[src/rtl/product_accumulator.sv]
// Saturating accumulate stage: sums TERMS signed products from the multiplier
// and presents each dot-product result with a sticky overflow flag.
module product_accumulator #(
  parameter int N     = 4,
  parameter int TERMS = 4,
  parameter int ACC_W = 12
) (
  input  logic             clk,
  input  logic             rst_n,
  input  logic [2*N-1:0]   prod,
  input  logic             in_valid,
  output logic             in_ready,
  input  logic             clear,
  output logic [ACC_W-1:0] result,
  output logic             ovf,
  output logic             out_valid,
  input  logic             out_ready
);

  typedef enum logic {S_ACCUM = 1'b0, S_DONE = 1'b1} state_t;

  localparam logic [7:0]       LAST    = 8'(TERMS - 1);
  localparam logic [ACC_W-1:0] ACC_MAX = {1'b0, {(ACC_W-1){1'b1}}};
  localparam logic [ACC_W-1:0] ACC_MIN = {1'b1, {(ACC_W-1){1'b0}}};

  state_t           r_state;
  state_t           w_state_next;
  logic [ACC_W-1:0] r_acc;
  logic [7:0]       r_count;
  logic             r_ovf;

  logic [ACC_W:0]   w_sum;
  logic             w_pos_ovf;
  logic             w_neg_ovf;
  logic [ACC_W-1:0] w_sat;
  logic             w_accept;
  logic             w_last;

  // Sum at ACC_W+1 bits; the top two bits disagreeing means the result left range.
  assign w_sum     = {r_acc[ACC_W-1], r_acc} + {{(ACC_W+1-2*N){prod[2*N-1]}}, prod};
  assign w_pos_ovf = ~w_sum[ACC_W] &  w_sum[ACC_W-1];
  assign w_neg_ovf =  w_sum[ACC_W] & ~w_sum[ACC_W-1];
  assign w_sat     = w_pos_ovf ? ACC_MAX : (w_neg_ovf ? ACC_MIN : w_sum[ACC_W-1:0]);

  assign w_accept  = (r_state == S_ACCUM) && in_valid && !clear;
  assign w_last    = (r_count == LAST);

  always_ff @(posedge clk or negedge rst_n) begin
    if (!rst_n) begin
      r_state <= S_ACCUM;
    end else begin
      r_state <= w_state_next;
    end
  end

  always_comb begin
    w_state_next = r_state;
    case (r_state)
      S_ACCUM: if (w_accept && w_last) w_state_next = S_DONE;
      S_DONE:  if (out_ready)          w_state_next = S_ACCUM;
      default: w_state_next = S_ACCUM;
    endcase
  end

  always_comb begin
    in_ready  = (r_state == S_ACCUM);
    out_valid = (r_state == S_DONE);
    result    = r_acc;
    ovf       = r_ovf;
  end

  // Clear only acts in ACCUM, so a pending result survives it.
  always_ff @(posedge clk or negedge rst_n) begin
    if (!rst_n) begin
      r_acc   <= '0;
      r_count <= '0;
      r_ovf   <= 1'b0;
    end else if (r_state == S_ACCUM) begin
      if (clear) begin
        r_acc   <= '0;
        r_count <= '0;
        r_ovf   <= 1'b0;
      end else if (in_valid) begin
        r_acc   <= w_sat;
        r_ovf   <= r_ovf | w_pos_ovf | w_neg_ovf;
        r_count <= w_last ? 8'd0 : r_count + 8'd1;
      end
    end else if (out_ready) begin
      r_acc <= '0;
      r_ovf <= 1'b0;
    end
  end

endmodule

[config.mk]
export PLATFORM = sky130hd
export DESIGN_NAME = product_accumulator
export DESIGN_NICKNAME = d
export VERILOG_FILES = /design/src/rtl/product_accumulator.sv
export SDC_FILE = /design/constraint.sdc
export NUM_CORES = 1
export LEC_CHECK = 0
export BUFFER_PORTS_ARGS = -buffer_cell sky130_fd_sc_hd__buf_2
export CAP_MARGIN = 10
export CORE_MARGIN = 4
export CORE_UTILIZATION = 60
export DETAILED_ROUTE_END_ITERATION = 10
export PLACE_DENSITY = 0.84
export REMOVE_ABC_BUFFERS = 1
export SYNTH_ARGS = -nofsm -noshare
export SYNTH_HDL_FRONTEND = slang
export SYNTH_SLANG_ARGS = --single-unit
[constraint.sdc]
create_clock -name clk -period 4.2 [get_ports clk]
set_clock_uncertainty 0.1 [all_clocks]
set_input_delay 0.63 -clock clk [delete_from_list [all_inputs] [get_ports clk]]
set_output_delay 0.63 -clock clk [all_outputs]
set_load 0.05 [all_outputs]
==> flow_summary.yaml, run 1 <==
sta:
  slew_violations: 0
  max_slew_margin_pct: 54.7
  setup_tns_ns: 0
  layout_min_cycle_time_ns: 2.68
  fin_crit_sh_pct: 63.9
  final-hold-violation-count: 0
  worst_pin_slew_ns: 0.676
  rsz0062_at_grt: "false"
  setup_viol: 0
  max_freq_ghz: 0.373
cts:
  clk_pin_slew_ns: 0.13
  post_cts_buffers: 0
  clock-root-buffer: "clkbuf_4"
  cts_tree: "yes"
  cts_sinks: 22
  cts-hold-fix-buffers: 0
  worstSkewPairLatency_ns: 0.32
  cts_inserted_buffers: 3
  cts.path.max_buffers: 2
  h-tree-depth: 1
  cts.repair.resized: 0
detailed_routing:
  vias: 1484
  drt_wl_total_um: 3830
  ant_nets: 0
  via_per_inst: 6.42
  dr.pass1.iters: 5
  drc_errors: 0
  initialDrtViolationCount: 80
  drt-wirelength-per-cell_um: 16.6
layout:
  antenna_cells: 0
  final_common_cell: "buf_2"
  final-instance-count-excl-fill: 231
  fill_cells: 205
  drive_gt1_share_pct: 22.4
  nets: 229
  final_cell_mix: "buf_2 (27), dfrtp_1 (22), nand2_1 (20)"
  area_growth_pct: 13.2
placement:
  io_buffers: 27
  place_congestion: 0.867
  placedCellCount: 227
  dp_hpwl_um: 2860
floorplan:
  core_um2: 2540
  rows: 18
  start_util_pct: 64.3
  die-area_um2: 3630
  die_w_um: 60.2
  dieHeight_um: 60.2
  ios: 28
grt:
  grt_antenna_before_repair: 0
  overflow: 0
  grt_pass1_wl_um: 6780
  grt_start_max_net_pins: 23
  grt_pass1_vias: 1439
  grt_usage_pct: 24.9
synthesis:
  synth.area.top_cells: "dfrtp_1 (34%), ha_1 (9.9%), o311ai_1 (4.8%), nand2_1 (4.6%), xor2_1 (4.3%)"
  postSynthAreaPerCell_um2: 9.46
  yosys_warnings: 0
  synth_seq_cells: 22
  synth_top_area_cell: "dfrtp_1"
  ys.flop_type: "dfrtp_1"
  ys_types: 45
  synthArstFlopShare_pct: 100
  syn_inst: 173
  yosysSeqAreaShare_pct: 33.6
  yosysTopAreaCellShare_pct: 33.6
  synth-edff-count: 0
  synth_area_um2: 1640
worst_setup_path:
  r2r_start: "result[0]"
  cp-end-kind: "flip-flop"
  critical_path.max_fanout: 9
  crit_type: "flip-flop to flip-flop"
  crit_start: "result[0]"
  cp.arrival_ns: 2.77
  cp.required_ns: 4.28
  cp-start-kind: "flip-flop"
pwr:
  leakagePower_uw: 0.000926
  peakVddDrop_mv: 0.555
  power_density_nw_per_um2: 694
run:
  drv_cap: 0
hold_path:
  hold_path.class: "primary input to asynchronous set/reset pin"
run_status:
  outcome: "completed"
==> registers in the layout (all words and copies together), names as in the netlist <==
| signal | cells |
|---|---|
| ovf | 1 |
| result | 12 |
| r_count | 8 |
| out_valid | 1 |
==> final timing paths <==
check / endpoint / slack, ns / depth (start not counted)
setup reg to reg: result[9] / 1.52 / 9
hold / removal: result[7] / 0.15 / 1
max in group asynchronous: result[0] / 3.51 / 1
min in group clk: out_valid / 0.41 / 2
hold reg to reg: r_count[1] / 0.43 / 1
setup / recovery: result[9] / 1.52 / 9
==> per-layer routing <==
metal	track usage, %	vias up	wire, um
met4	7.91	0	58
met1	35.0	713	1840
met3	4.97	7	177
met5	0	-	0
met2	38.3	53	1760
li1	-	711	-
==> power breakdown <==
group	leakage (uW)	switching (uW)	internal, uW
Combinational	0.000601	529	281
Sequential	0.000297	45.0	265
Clock	0.0000279	69.8	96.5
==> area by class of cell <==
type | count | area (um^2) | area share (%)
Tap cell | 30 | 37.5 | 2.03
Inverter | 6 | 22.5 | 1.22
Clock inverter | 1 | 30.0 | 1.62
Timing Repair Buffer | 28 | 143 | 7.70
Clock buffer | 3 | 22.5 | 1.22
Multi-Input combinational cell | 141 | 1050 | 56.5
Sequential cell | 22 | 551 | 29.7
==> logic make-up after synthesis <==
logic type / Yosys count / synth area share [%]
adder cells (fa/ha/maj): 14 / 11.2
AO/OA/AOI/OAI: 64 / 30.7
AND/OR/NAND/NOR: 51 / 14.8
buffers and inverters: 10 / 2.37
flip-flops: 22 / 33.6
multiplexers: 1 / 1.38
XOR/XNOR: 11 / 5.89
==> synthesized netlist by cell type, types with 2 or more instances <==
cell,instances
o21ai_1,6
o211ai_1,4
xor2_1,8
nand2_1,20
nand2b_1,2
ha_1,13
and3_1,5
a32o_1,3
xnor2_1,3
or3_1,2
inv_1,6
nor2_1,9
o311ai_1,9
nand3_1,7
o21ai_2,2
o21ai_0,11
clkbuf_1,3
a21oi_1,6
a21o_1,7
dfrtp_1,22
==> through the flow <==
step,util [%],instance area [um^2],hold WS (ns),total power (uW),setup slack (ns)
CTS,72.8,1850,0.171,1290,1.49
floorplan,-,1620,0.234,947,1.50
detailed placement,70.7,1800,0.403,1110,1.18
global placement,70.7,1800,0.390,1090,1.30
finish,72.8,1850,0.147,1290,1.52
global route,72.8,1850,0.189,1370,1.25
==> critical path, stage by stage, from the launching register on <==
cell	delay (ns)
dfrtp_1	0.40
ha_1	0.17
inv_1	0.05
fa_1	0.39
nor2b_1	0.21
o21ai_2	0.13
a211oi_4	0.40
a211oi_2	0.11
a2bb2oi_2	0.40
o311ai_1	0.19
Note: power is estimated with default switching activity, not from simulation.
==> inputs of run 2 (changes only) <==
--- a/config.mk
+++ b/config.mk
@@ -5,12 +5,13 @@
 export SDC_FILE = /design/constraint.sdc
 export NUM_CORES = 1
 export LEC_CHECK = 0
+export ABC_AREA = 1
 export BUFFER_PORTS_ARGS = -buffer_cell sky130_fd_sc_hd__buf_2
 export CAP_MARGIN = 10
 export CORE_MARGIN = 4
-export CORE_UTILIZATION = 60
+export CORE_UTILIZATION = 56
 export DETAILED_ROUTE_END_ITERATION = 10
-export PLACE_DENSITY = 0.84
+export PLACE_DENSITY = 0.79
 export REMOVE_ABC_BUFFERS = 1
 export SYNTH_ARGS = -nofsm -noshare
 export SYNTH_HDL_FRONTEND = slang
==> constraint.sdc (replaced) <==
create_clock -name clk -period 2.5 [get_ports clk]
set_clock_uncertainty 0.1 [all_clocks]
set_input_delay 0.375 -clock clk [delete_from_list [all_inputs] [get_ports clk]]
set_output_delay 0.375 -clock clk [all_outputs]
set_load 0.05 [all_outputs]
==> run 2 against run 1 <==
  * Synthesized area is 5.4% higher
  * Sequential cell count is the same
  * Combinational power is 62% higher
  * Count of clock-buffer cells in the layout did not move
  * Cell count up 30%
  * Sequential share of layout area is 1.4 points lower
  * Non-clock buffer count grew 1
  * Synthesized cell count grew 38%
  * Register-to-register slack got worse by 1.2 ns
  * Final area increased by 4.9%
  * Worst hold slack improved by 0.0081 ns
  * Highest routed layer unchanged
==> flow_summary.yaml, run 2 <==
run_status:
  outcome: "completed"
placement:
  place_congestion: 0.812
  dp_hpwl_um: 3020
  post_dp_cell_area_um2: 1880
  io_buffers: 27
  dp_slack_ns: 0.293
synthesis:
  ys_top_cells_by_count: "nand2_1 (73), inv_1 (33), nand3_1 (26)"
  synth_seq_cells: 22
  ys.flop_type: "dfrtp_1"
  yosysTopAreaCellShare_pct: 31.9
  synth-edff-count: 0
  yosysSeqAreaShare_pct: 31.9
  ys_types: 26
  synth_top_area_cell: "dfrtp_1"
  yosysMostFrequentCell: "nand2_1"
  synthArstFlopShare_pct: 100
  yosys_warnings: 0
  postSynthAreaPerCell_um2: 7.22
  synth.area.top_cells: "dfrtp_1 (32%), nand2_1 (16%), ha_1 (9.4%), nand3_1 (7.5%), inv_1 (7.2%)"
  synth_area_um2: 1730
  syn_inst: 239
detailed_routing:
  via_per_inst: 5.44
  dr.pass1.iters: 4
  drc_errors: 0
  ant_nets: 0
  vias: 1637
  drt_wl_total_um: 3940
  initialDrtViolationCount: 112
  drt-wirelength-per-cell_um: 13.1
grt:
  overflow: 0
  grt_usage_pct: 20.8
  grt_pass1_vias: 1497
  grt_antenna_before_repair: 0
  grt_start_max_net_pins: 23
  grt_pass1_wl_um: 6820
layout:
  final_common_cell: "nand2_1"
  area_growth_pct: 12.7
  multi_input_area_um2: 1030
  antenna_cells: 0
  nets: 298
  design_area_um2: 1940
  seq_area_um2: 551
  drive_gt1_share_pct: 15.6
  final_cell_mix: "nand2_1 (73), inv_1 (33), buf_2 (27)"
  fill_cells: 251
  largest_reg_flops: 12
sta:
  max_freq_ghz: 0.464
  rsz0062_at_grt: "false"
  fin_crit_sh_pct: 86.3
  setup_ws_ns: 0.343
  layout_min_cycle_time_ns: 2.16
  slew_violations: 0
  setup_tns_ns: 0
  worst_pin_slew_ns: 0.508
  setup_viol: 0
  final-hold-violation-count: 0
  max_slew_margin_pct: 66.2
worst_setup_path:
  crit_start: "result[0]"
  cp-start-kind: "flip-flop"
  cp.required_ns: 2.61
  crit_type: "flip-flop to flip-flop"
  cp.arrival_ns: 2.27
  r2r_start: "result[0]"
  critical_path.max_fanout: 9
  cp-end-kind: "flip-flop"
pwr:
  p_seq_share_pct: 24.5
  peakVddDrop_mv: 0.766
  pwr-share-comb_pct: 62.1
  power_density_nw_per_um2: 1080
  p_clk_share_pct: 13.4
  power_switching_uw: 1110
  p_sw_share_pct: 52.4
  power.internal_uw: 1000
  leakagePower_uw: 0.00108
floorplan:
  start_util_pct: 60.5
  core_um2: 2850
  ios: 28
  die-area_um2: 4030
  die_w_um: 63.5
  rows: 19
  dieHeight_um: 63.5
cts:
  clk_pin_slew_ns: 0.13
  h-tree-depth: 1
  worstSkewPairLatency_ns: 0.32
  cts.path.max_buffers: 2
  cts_inserted_buffers: 3
  clock-root-buffer: "clkbuf_4"
  cts_tree: "yes"
  post_cts_buffers: 0
  cts_sinks: 22
hold_path:
  hold_path.class: "primary input to flip-flop"
  hold_start: "out_ready"
run:
  drv_cap: 0
## run 2: changes by cell type after synthesis, sizes merged, moves of 6 or more
cell | before | now
nor2 | 9 | 16
nand4 | 0 | 6
nand2 | 21 | 77
o311ai | 9 | 0
a21o | 7 | 0
inv | 6 | 33
and3 | 6 | 0
o21ai | 19 | 8
nand3 | 7 | 29
## run 2: what timing repair did
action | in CTS | in global routing
hold buffers | 1 | 0
hold endpoints to repair | 22 | 0
gates resized for setup | 0 | 0
## run 2: stage by stage
step	power, uW	utilization (%)	cells	hold slack, ns
finish	2110	68.2	301	0.155
global route	2280	68.2	301	0.155
CTS	2120	68.2	301	0.140
detailed placement	1820	66.0	296	0.276
global placement	1810	66.0	296	0.273
floorplan	1540	-	237	-0.0206
## run 2: layout make-up
cell class,count,share of cell area [%]
Clock inverter,1,1.54
Timing Repair Buffer,29,7.85
Inverter,33,6.37
Sequential cell,22,28.3
Multi-Input combinational cell,182,52.8
Tap cell,31,1.99
Clock buffer,3,1.16
## run 2: worst max-delay path, stage by stage (launching register included)
cell,delay [ns]
dfrtp_1,0.40
ha_1,0.18
inv_1,0.06
fa_1,0.44
o21ai_2,0.25
nand2_2,0.10
nand3_2,0.07
nand2_1,0.06
nand2_2,0.10
nand2_4,0.11
nand3_1,0.09
nand3_1,0.07
## run 2: path summary, 6_finish.rpt
kind	depth (start not counted)	slack (ns)	end
min	2	0.15	out_valid
max reg2reg	11	0.34	result[6]
min in group asynchronous	2	0.44	result[8]
min reg2reg	1	0.44	r_count[0]
max	11	0.34	result[6]
max in group asynchronous	2	1.52	result[3]
## run 2: cells by family after synthesis
family | after synthesis | share of synthesized area (%)
AOI/OAI and AO/OA | 24 | 7.98
xor gates and xnor gates | 11 | 5.58
adders and majority gates | 14 | 10.6
buffers and inverters | 35 | 8.63
DFF | 22 | 31.9
and+or+nand+nor | 133 | 35.3
## run 2: per-layer routing
| layer | part of all wire (%) | up-vias | GRT usage, % | routed length [um] |
|---|---|---|---|---|
| li1 | - | 841 | - | - |
| met3 | 5.7 | 5 | 1.78 | 226 |
| met5 | 0 | - | 0 | 0 |
| met1 | 48 | 740 | 29.7 | 1880 |
| met2 | 45 | 51 | 33.5 | 1790 |
| met4 | 1.0 | 0 | 6.20 | 40 |
## run 2: power by group through the flow
stage / Sequential, uW / Clock (uW) / Combinational (uW)
after floorplan: 814 / 0 / 730
after global placement: 519 / 0 / 1290
after detailed placement: 525 / 0 / 1300
after CTS: 519 / 290 / 1310
after global routing: 535 / 308 / 1440
final: 518 / 282 / 1310
